<file path="config.mk">
export PLATFORM = sky130hd
export DESIGN_NAME = pipe_ctrl
export DESIGN_NICKNAME = d
export VERILOG_FILES = /design/src/rtl/pipe_ctrl_pkg.sv /design/src/rtl/pipe_ctrl_hazard_cmp.sv /design/src/rtl/pipe_ctrl.sv
export SDC_FILE = /design/constraint.sdc
export NUM_CORES = 1
export LEC_CHECK = 0
export ABC_AREA = 1
export BUFFER_PORTS_ARGS = -buffer_cell sky130_fd_sc_hd__buf_2
export CAP_MARGIN = 20
export CORE_MARGIN = 3
export CORE_UTILIZATION = 42
export CTS_CLUSTER_SIZE = 28
export DETAILED_ROUTE_END_ITERATION = 12
export GPL_ROUTABILITY_DRIVEN = 0
export HOLD_SLACK_MARGIN = 0.03
export SKIP_CTS_REPAIR_TIMING = 1
export SLEW_MARGIN = 10
export SYNTH_ARGS = -nofsm -noshare
export SYNTH_HDL_FRONTEND = slang
export SYNTH_HIERARCHICAL = 1
export SYNTH_SLANG_ARGS = --single-unit
</file>
<file path="constraint.sdc">
create_clock -name i_clk -period 3.18 [get_ports i_clk]
set_input_delay 0.159 -clock i_clk [delete_from_list [all_inputs] [get_ports i_clk]]
set_output_delay 0.159 -clock i_clk [all_outputs]
set_load 0.1 [all_outputs]
</file>
<file path="src/rtl/pipe_ctrl_pkg.sv">
// pipe_ctrl_pkg: shared types and constants for the pipeline hazard controller.
//   state_t  : controller FSM states
//   FWD_*    : ALU operand source select encodings
//   NOP      : instruction word loaded into IF/ID on a flush
package pipe_ctrl_pkg;

    localparam int REG_W = 4;
    localparam int CNT_W = 8;

    typedef enum logic [2:0] {
        RUN   = 3'd0,
        FLUSH = 3'd1,
        MWAIT = 3'd2,
        DRAIN = 3'd3,
        HALT  = 3'd4
    } state_t;

    localparam logic [1:0] FWD_RF    = 2'd0;
    localparam logic [1:0] FWD_EXMEM = 2'd1;
    localparam logic [1:0] FWD_MEMWB = 2'd2;

    localparam logic [15:0] NOP = 16'h0000;

endpackage

</file>
<file path="src/rtl/pipe_ctrl_hazard_cmp.sv">
// pipe_ctrl_hazard_cmp: combinational source/destination register match for one operand.
//   i_src, i_re : source register and its read-enable
//   i_dst, i_we : destination register and its write-enable
//   o_match     : source depends on destination (register 0 excluded when ZERO_REG=1)
module pipe_ctrl_hazard_cmp
    import pipe_ctrl_pkg::*;
#(
    parameter int ZERO_REG = 1
) (
    input  logic [REG_W-1:0] i_src,
    input  logic             i_re,
    input  logic [REG_W-1:0] i_dst,
    input  logic             i_we,
    output logic             o_match
);

    logic w_zero;

    assign w_zero  = (ZERO_REG != 0) && (i_dst == '0);
    assign o_match = i_re & i_we & (i_src == i_dst) & ~w_zero;

endmodule

</file>
<file path="src/rtl/pipe_ctrl.sv">
// pipe_ctrl: stall/flush/forwarding controller for a 5-stage IF/ID/EX/MEM/WB pipeline.
//   i_clk, i_rst_n          : clock, asynchronous active-low reset
//   i_id_*                  : ID source registers, read-enables, HLT flag
//   i_ex_*, i_mem_*         : EX/MEM destination registers, write-enables, EX load flag
//   i_br_taken, i_dm_busy   : taken branch resolved in EX, data memory not ready
//   o_pc_hold, o_ifid_hold  : hold PC / IF-ID register
//   o_ifid_flush, o_idex_flush : load NOP into IF-ID / bubble into ID-EX
//   o_pipe_freeze           : all pipeline registers hold
//   o_fwd_a, o_fwd_b        : registered ALU operand source selects
//   o_halted                : pipeline drained after HLT
module pipe_ctrl
    import pipe_ctrl_pkg::*;
#(
    parameter int BR_PENALTY = 2,
    parameter int DRAIN_CYC  = 3,
    parameter int ZERO_REG   = 1
) (
    input  logic             i_clk,
    input  logic             i_rst_n,
    input  logic [REG_W-1:0] i_id_rs,
    input  logic [REG_W-1:0] i_id_rt,
    input  logic             i_id_re0,
    input  logic             i_id_re1,
    input  logic             i_id_hlt,
    input  logic [REG_W-1:0] i_ex_rd,
    input  logic             i_ex_we,
    input  logic             i_ex_load,
    input  logic [REG_W-1:0] i_mem_rd,
    input  logic             i_mem_we,
    input  logic             i_br_taken,
    input  logic             i_dm_busy,
    output logic             o_pc_hold,
    output logic             o_ifid_hold,
    output logic             o_ifid_flush,
    output logic             o_idex_flush,
    output logic             o_pipe_freeze,
    output logic [1:0]       o_fwd_a,
    output logic [1:0]       o_fwd_b,
    output logic             o_halted
);

    logic             w_ma_ex, w_mb_ex, w_ma_mem, w_mb_mem;
    logic             w_br, w_lu;
    logic [1:0]       w_fa, w_fb;
    state_t           r_state, r_ret, w_cur, w_nstate, w_nret;
    logic [CNT_W-1:0] r_cnt, w_ncnt;
    logic             r_brp, w_nbrp;
    logic [1:0]       r_fwd_a, r_fwd_b;
    logic             w_pc_hold, w_ifid_hold, w_ifid_flush, w_idex_flush, w_freeze, w_halted;

    pipe_ctrl_hazard_cmp #(.ZERO_REG(ZERO_REG)) u_a_ex (
        .i_src(i_id_rs), .i_re(i_id_re0), .i_dst(i_ex_rd), .i_we(i_ex_we), .o_match(w_ma_ex)
    );
    pipe_ctrl_hazard_cmp #(.ZERO_REG(ZERO_REG)) u_b_ex (
        .i_src(i_id_rt), .i_re(i_id_re1), .i_dst(i_ex_rd), .i_we(i_ex_we), .o_match(w_mb_ex)
    );
    pipe_ctrl_hazard_cmp #(.ZERO_REG(ZERO_REG)) u_a_mem (
        .i_src(i_id_rs), .i_re(i_id_re0), .i_dst(i_mem_rd), .i_we(i_mem_we), .o_match(w_ma_mem)
    );
    pipe_ctrl_hazard_cmp #(.ZERO_REG(ZERO_REG)) u_b_mem (
        .i_src(i_id_rt), .i_re(i_id_re1), .i_dst(i_mem_rd), .i_we(i_mem_we), .o_match(w_mb_mem)
    );

    // Leaving MWAIT, the saved state acts immediately, so the cycle after
    // dm_busy falls behaves exactly as the interrupted state would have.
    assign w_cur = (r_state == MWAIT) ? r_ret : r_state;
    assign w_br  = i_br_taken | r_brp;
    assign w_lu  = i_ex_load & (w_ma_ex | w_mb_ex);
    assign w_fa  = (w_ma_ex & ~i_ex_load) ? FWD_EXMEM : w_ma_mem ? FWD_MEMWB : FWD_RF;
    assign w_fb  = (w_mb_ex & ~i_ex_load) ? FWD_EXMEM : w_mb_mem ? FWD_MEMWB : FWD_RF;

    always_comb begin
        w_pc_hold    = 1'b0;
        w_ifid_hold  = 1'b0;
        w_ifid_flush = 1'b0;
        w_idex_flush = 1'b0;
        w_freeze     = 1'b0;
        w_halted     = 1'b0;
        w_nstate     = w_cur;
        w_nret       = r_ret;
        w_ncnt       = r_cnt;
        w_nbrp       = 1'b0;
        if (w_cur == HALT) begin
            w_halted     = 1'b1;
            w_pc_hold    = 1'b1;
            w_ifid_flush = 1'b1;
            w_idex_flush = 1'b1;
        end else if (i_dm_busy) begin
            w_freeze    = 1'b1;
            w_pc_hold   = 1'b1;
            w_ifid_hold = 1'b1;
            w_nstate    = MWAIT;
            w_nret      = w_cur;
            w_nbrp      = w_br;
        end else begin
            case (w_cur)
                FLUSH: begin
                    w_ifid_flush = 1'b1;
                    w_ncnt       = (r_cnt <= 1) ? '0 : r_cnt - 1'b1;
                    w_nstate     = (r_cnt <= 1) ? RUN : FLUSH;
                end
                DRAIN: begin
                    w_pc_hold    = 1'b1;
                    w_ifid_flush = 1'b1;
                    w_ncnt       = (r_cnt <= 1) ? '0 : r_cnt - 1'b1;
                    w_nstate     = (r_cnt <= 1) ? HALT : DRAIN;
                end
                default: begin
                    if (w_br) begin
                        w_ifid_flush = 1'b1;
                        w_idex_flush = 1'b1;
                        w_ncnt       = CNT_W'(BR_PENALTY - 1);
                        w_nstate     = (BR_PENALTY > 1) ? FLUSH : RUN;
                    end else if (i_id_hlt) begin
                        w_ncnt   = CNT_W'(DRAIN_CYC);
                        w_nstate = DRAIN;
                    end else if (w_lu) begin
                        w_pc_hold    = 1'b1;
                        w_ifid_hold  = 1'b1;
                        w_idex_flush = 1'b1;
                    end
                end
            endcase
        end
    end

    always_ff @(posedge i_clk or negedge i_rst_n) begin
        if (!i_rst_n) begin
            r_state <= RUN;
            r_ret   <= RUN;
            r_cnt   <= '0;
            r_brp   <= 1'b0;
            r_fwd_a <= FWD_RF;
            r_fwd_b <= FWD_RF;
        end else begin
            r_state <= w_nstate;
            r_ret   <= w_nret;
            r_cnt   <= w_ncnt;
            r_brp   <= w_nbrp;
            // Forward selects travel with the ID/EX register: held on freeze, cleared with a bubble.
            if (!w_freeze) begin
                r_fwd_a <= w_idex_flush ? FWD_RF : w_fa;
                r_fwd_b <= w_idex_flush ? FWD_RF : w_fb;
            end
        end
    end

    // Gating with reset keeps every control low while reset is held, whatever the inputs do.
    assign o_pc_hold     = w_pc_hold & i_rst_n;
    assign o_ifid_hold   = w_ifid_hold & i_rst_n;
    assign o_ifid_flush  = w_ifid_flush & i_rst_n;
    assign o_idex_flush  = w_idex_flush & i_rst_n;
    assign o_pipe_freeze = w_freeze & i_rst_n;
    assign o_halted      = w_halted & i_rst_n;
    assign o_fwd_a       = r_fwd_a;
    assign o_fwd_b       = r_fwd_b;

endmodule

</file>
# Word-level counts from Yosys, hierarchy flattened
# Cells that the tools add are included.
[totals]
ff_bits = 19
inputBits = 26
output_inout_bits = 10
word_cells = 90
[op_classes]
add_sub_neg = 1
magnitude_cmp = 1
n_eq_ne = 8
n_mux = 40
bitwise_logic = 28
n_reduce_logical = 6
[ops]
columns = ["cell", "count"]
rows = [
  ["$mux W8", 4],
  ["$mux W1", 22],
  ["$and A1 B1 Y1", 21],
  ["$mux W3", 6],
  ["$eq A4 B4 Y1", 4],
  ["$mux W2", 6],
  ["$le A8 B1 Y1 const B", 1],
  ["$logic_not A4 Y1", 2],
  ["$sub A8 B1 Y8 const B", 1],
  ["$eq A3 B2 Y1 const B", 2],
  ["$pmux W3 S2", 1],
  ["$not A1 Y1", 5],
  ["$eq A3 B1 Y1 const B", 1],
  ["$eq A3 B3 Y1 const B", 1],
  ["$reduce_and A3 Y1", 1],
  ["$reduce_bool A3 Y1", 1],
  ["$or A1 B1 Y1", 2],
  ["$pmux W1 S2", 1],
  ["$reduce_and A2 Y1", 1],
  ["$reduce_or A2 Y1", 1],
]

# Longest topological paths before layout
[logic_depth]
depth_word = 12
mapped_depth = 12

# Cells and area by module
# Netlist, hierarchy kept.
[modules_own_cells]
columns = ["module", "instances", "cells_per_inst", "area_per_inst_um2", "seq_area_each_um2"]
rows = [
  ["pipe_ctrl", 1, 179, 1226.2, 475.5],
  ["pipe_ctrl_hazard_cmp", 4, 26, 102.6, 0.0],
]

# Worst setup path before layout
# Ideal clock, no wire load.
[synth_path]
path_type = "register to output"
start = "register r_state[1]"
end = "output port o_ifid_flush"
arrival_ps = 2436
slack_ps = 585
path_stages_with_launch = 9
path_buffers = 1
path_cell_list = "dfrtp_1 > nand2_1 > nor2_1 > nor2_2 > nand2_1 > buf_6 > nand2_1 > nand2_1 > a21oi_1"
[synth_via]
elab_chain_cells = 8
[synth_lines]
columns = ["element", "line", "rtl"]
rows = [
  ["from (decl)", "pipe_ctrl.sv:45", "state_t r_state, r_ret, w_cur, w_nstate, w_nret;"],
  ["from (signal assigned)", "pipe_ctrl.sv:136", "r_state <= w_nstate;"],
  ["$eq A3 B2 Y1", "pipe_ctrl.sv:66", "assign w_cur = (r_state == MWAIT) ? r_ret : r_state;"],
  ["$mux W3 *", "pipe_ctrl.sv:66", ""],
  ["$eq A3 B2 Y1 or $eq A3 B1 Y1 (tied branches)", "pipe_ctrl.sv:96", "case (w_cur)"],
  ["$reduce_or A2 Y1 (no source line)", "--", ""],
  ["$mux W1", "pipe_ctrl.sv:96", ""],
  ["$mux W1", "pipe_ctrl.sv:88", "end else if (i_dm_busy) begin"],
  ["$mux W1 *", "pipe_ctrl.sv:83", "if (w_cur == HALT) begin"],
  ["$and A1 B1 Y1 *", "pipe_ctrl.sv:151", "assign o_ifid_flush = w_ifid_flush & i_rst_n;"],
  ["to (decl)", "pipe_ctrl.sv:34", "output logic o_ifid_flush,"],
]
# Mark *: on every way between the ends. The rest lies on a longest branch, timed or not.

# Final worst setup path
[layout_path]
start = "register r_state[2]"
end = "output port o_pipe_freeze"
[layout_via]
elab_chain_cells = 5
[layout_lines]
columns = ["element", "line", "rtl"]
rows = [
  ["$eq A3 B2 Y1", "pipe_ctrl.sv:66", ""],
  ["$mux W3 *", "pipe_ctrl.sv:66", ""],
  ["$eq A3 B3 Y1 *", "pipe_ctrl.sv:83", ""],
  ["$mux W1 *", "pipe_ctrl.sv:83", ""],
  ["$and A1 B1 Y1 *", "pipe_ctrl.sv:153", "assign o_pipe_freeze = w_freeze & i_rst_n;"],
  ["to (decl)", "pipe_ctrl.sv:36", "output logic o_pipe_freeze,"],
]
# Marked as above.

==> impl_metrics.ini <==
[critical_path]
start_kind = flip-flop
max_stage_delay_ns = 0.43
crit_family = simple AND/OR/NAND/NOR gates
worstPathMaxFanout = 13
worst_path_max_delay_cell = buf_2
critical_path.cell_chain = inv_2, nand3_1, nand2_1, inv_2, nand3_2, nand2_1, nor2_1, buf_2
end_kind = output port
arrival_ns = 2.03
crit_buf_inv = 3
worstSetupPathType = flip-flop to output port
critPathRequiredTime_ns = 3.02

[grt]
grt_antenna_before_repair = 0
grt_max_degree = 21
grt_pass1_vias = 1589
grt_overflow_total = 0
grt_pass1_wl_um = 6660
grt_usage = 0.184

[floorplanning]
pin_count = 36
fp.coreArea_um2 = 3720
start_util = 0.440
die_w_um = 68.4
rows = 22
die_area_um2 = 4680
die_h_um = 68.4

[clocking]
clk_pin_slew_ns = 0.07
cts_buffers = 3
cts_buffer_depth = 2
cts_tree = built
clockRootBuffer = clkbuf_8
htree_levels = 1
cts.sinks = 19
insertion_delay_ns = 0.26

[routing]
drc_errors = 0
wl_um = 3890
routed_via_density = 4.72
dr.pass1.iters = 4
post_drt_wl_per_cell_um = 10.6
postRouteAntennaNets = 0
vias = 1737
drtIter0Drc = 68

[min_path]
min_path_type = input port to flip-flop

[timing]
fin_skew_ns = 0.00475
setup_viol_count_final = 0
tns_ns = 0
hold_viol_final = 0
tightest_slew_ns = 0.488
rsz0062_at_grt = false
min_period_over_period = 0.687
fmax_mhz = 458
drv_slew = 0
relSlewSlack = 0.677
fin_crit_ns = 2.18

[synthesis]
synth_seq_cells = 19
syn_area_per_cell_um2 = 5.78
syn_nets = 311
yosysUniqueCellTypes = 24
seq_area_frac_synth = 0.291
yosys_warnings = 6
synth_area_um2 = 1640
synthesis.instances = 283

[final_layout]
area_growth_pct = 16.4
fillCellCount = 413
nNetsFinal = 349
antenna_cells = 0
drive_above_1_share = 0.200

[power]
pwr_density_cell_nw_per_um2 = 272
leakage_uw = 0.00117
irDropWorstVdd_v = 0.000114
total_power_uw = 517

[status]
status = complete, no violations

[flow_run]
maxCapViolations = 0

[placed_design]
place.port_buffers = 35
dp_hpwl_um = 3160
==> per-layer routing <==
layer  global-route usage  part of all wire
met5                    0                 0
met4               0.0372            0.0080
met1                0.233              0.47
met2                0.333              0.49
met3               0.0230             0.036
==> power by group <==
group          switching [uW]  internal, uW  total [uW]
clock                    81.3          87.1         168
combinational            72.1          33.3         105
sequential              0.728           243         243
total                     154           363         517
==> final timing paths <==
kind	slack, ns	start	endpoint	depth (start not counted)
worst min-delay path	0.20	i_br_taken	r_brp	3
worst max register to register	1.47	r_cnt[0]	r_cnt[1]	10
min in group asynchronous	0.39	i_rst_n	r_ret[0]	2
max in group asynchronous	2.48	i_rst_n	r_cnt[2]	2
worst max-delay path	1.0	r_state[2]	o_pipe_freeze	8
worst min register to register	0.49	o_fwd_a[0]	o_fwd_a[0]	2
==> kinds of logic (layout without fill, tap and decap cells) <==
logic type | count (synthesis) | count (layout) | share of synthesized area
simple gates | 177 | 177 | 0.459
fa+ha+maj | 2 | 2 | 0.0153
buf+inv | 58 | 95 | 0.141
compound gates | 24 | 24 | 0.0787
flops | 19 | 19 | 0.291
xor+xnor | 3 | 3 | 0.0161
==> area by class of cell <==
type	count	area, um2	area share
Inverter	55	206	0.108
Multi-Input combinational cell	206	931	0.489
Timing Repair Buffer	36	185	0.0972
Clock buffer	3	41.3	0.0217
Sequential cell	19	475	0.250
Tap cell	48	60.1	0.0315
Clock inverter	1	5.00	0.00263
==> per-stage QoR <==
step | hold WS, ns | setup WS (ns) | cell area (um2) | util | instances
floorplan | -0.137 | 0.585 | 1640 | - | 283
global placement | 0.131 | 1.22 | 1850 | 0.497 | 363
detailed placement | 0.132 | 1.21 | 1850 | 0.497 | 363
CTS | -0.149 | 0.995 | 1890 | 0.510 | 367
global route | 0.235 | 0.791 | 1900 | 0.512 | 368
finish | 0.200 | 0.995 | 1900 | 0.512 | 368
==> cell usage after synthesis <==
library cell / number / share of area
nor2_2: 10 / 0.038
nand2_1: 106 / 0.24
buf_4: 1 / 0.0046
nand3_1: 20 / 0.061
a21oi_1: 8 / 0.024
a21boi_0: 2 / 0.0092
buf_6: 1 / 0.0069
o21ai_0: 7 / 0.021
nand3_2: 2 / 0.012
nor2_1: 31 / 0.071
clkinv_1: 1 / 0.0023
nand2_2: 1 / 0.0038
inv_2: 9 / 0.021
o21ai_1: 6 / 0.018
inv_1: 45 / 0.10
dfrtp_1: 19 / 0.29
o21ai_2: 1 / 0.0054
or2_2: 1 / 0.0038
ha_1: 2 / 0.015
nor3_1: 2 / 0.0061
nand4_1: 3 / 0.011
buf_2: 1 / 0.0031
xor2_1: 3 / 0.016
nand4_2: 1 / 0.0076
==> registers in the layout (all words and copies together) (netlist names) <==
| signal | cells |
|---|---|
| o_fwd_a | 2 |
| o_fwd_b | 2 |
| r_brp | 1 |
| r_cnt | 8 |
| r_ret | 3 |
| r_state | 3 |
==> worst min-delay path: stages <==
cell and delay, ns:
buf_2 0.08, nor2_2 0.06, nor2_1 0.11
==> cell usage in the layout, fill, tap and decap left out <==
cell and count:
a21boi_0 2, a21oi_1 8, buf_2 35, clkbuf_8 3, clkinv_1 1, clkinv_2 1, dfrtp_1 19, dlygate4sd3_1 1
ha_1 2, inv_1 45, inv_2 9, nand2_1 106, nand2_2 1, nand3_1 20, nand3_2 2, nand4_1 3
nand4_2 1, nor2_1 31, nor2_2 10, nor3_1 2, o21ai_0 7, o21ai_1 6, o21ai_2 1, or2_2 1
xor2_1 3
No activity file was read; power rests on OpenSTA's default activity.
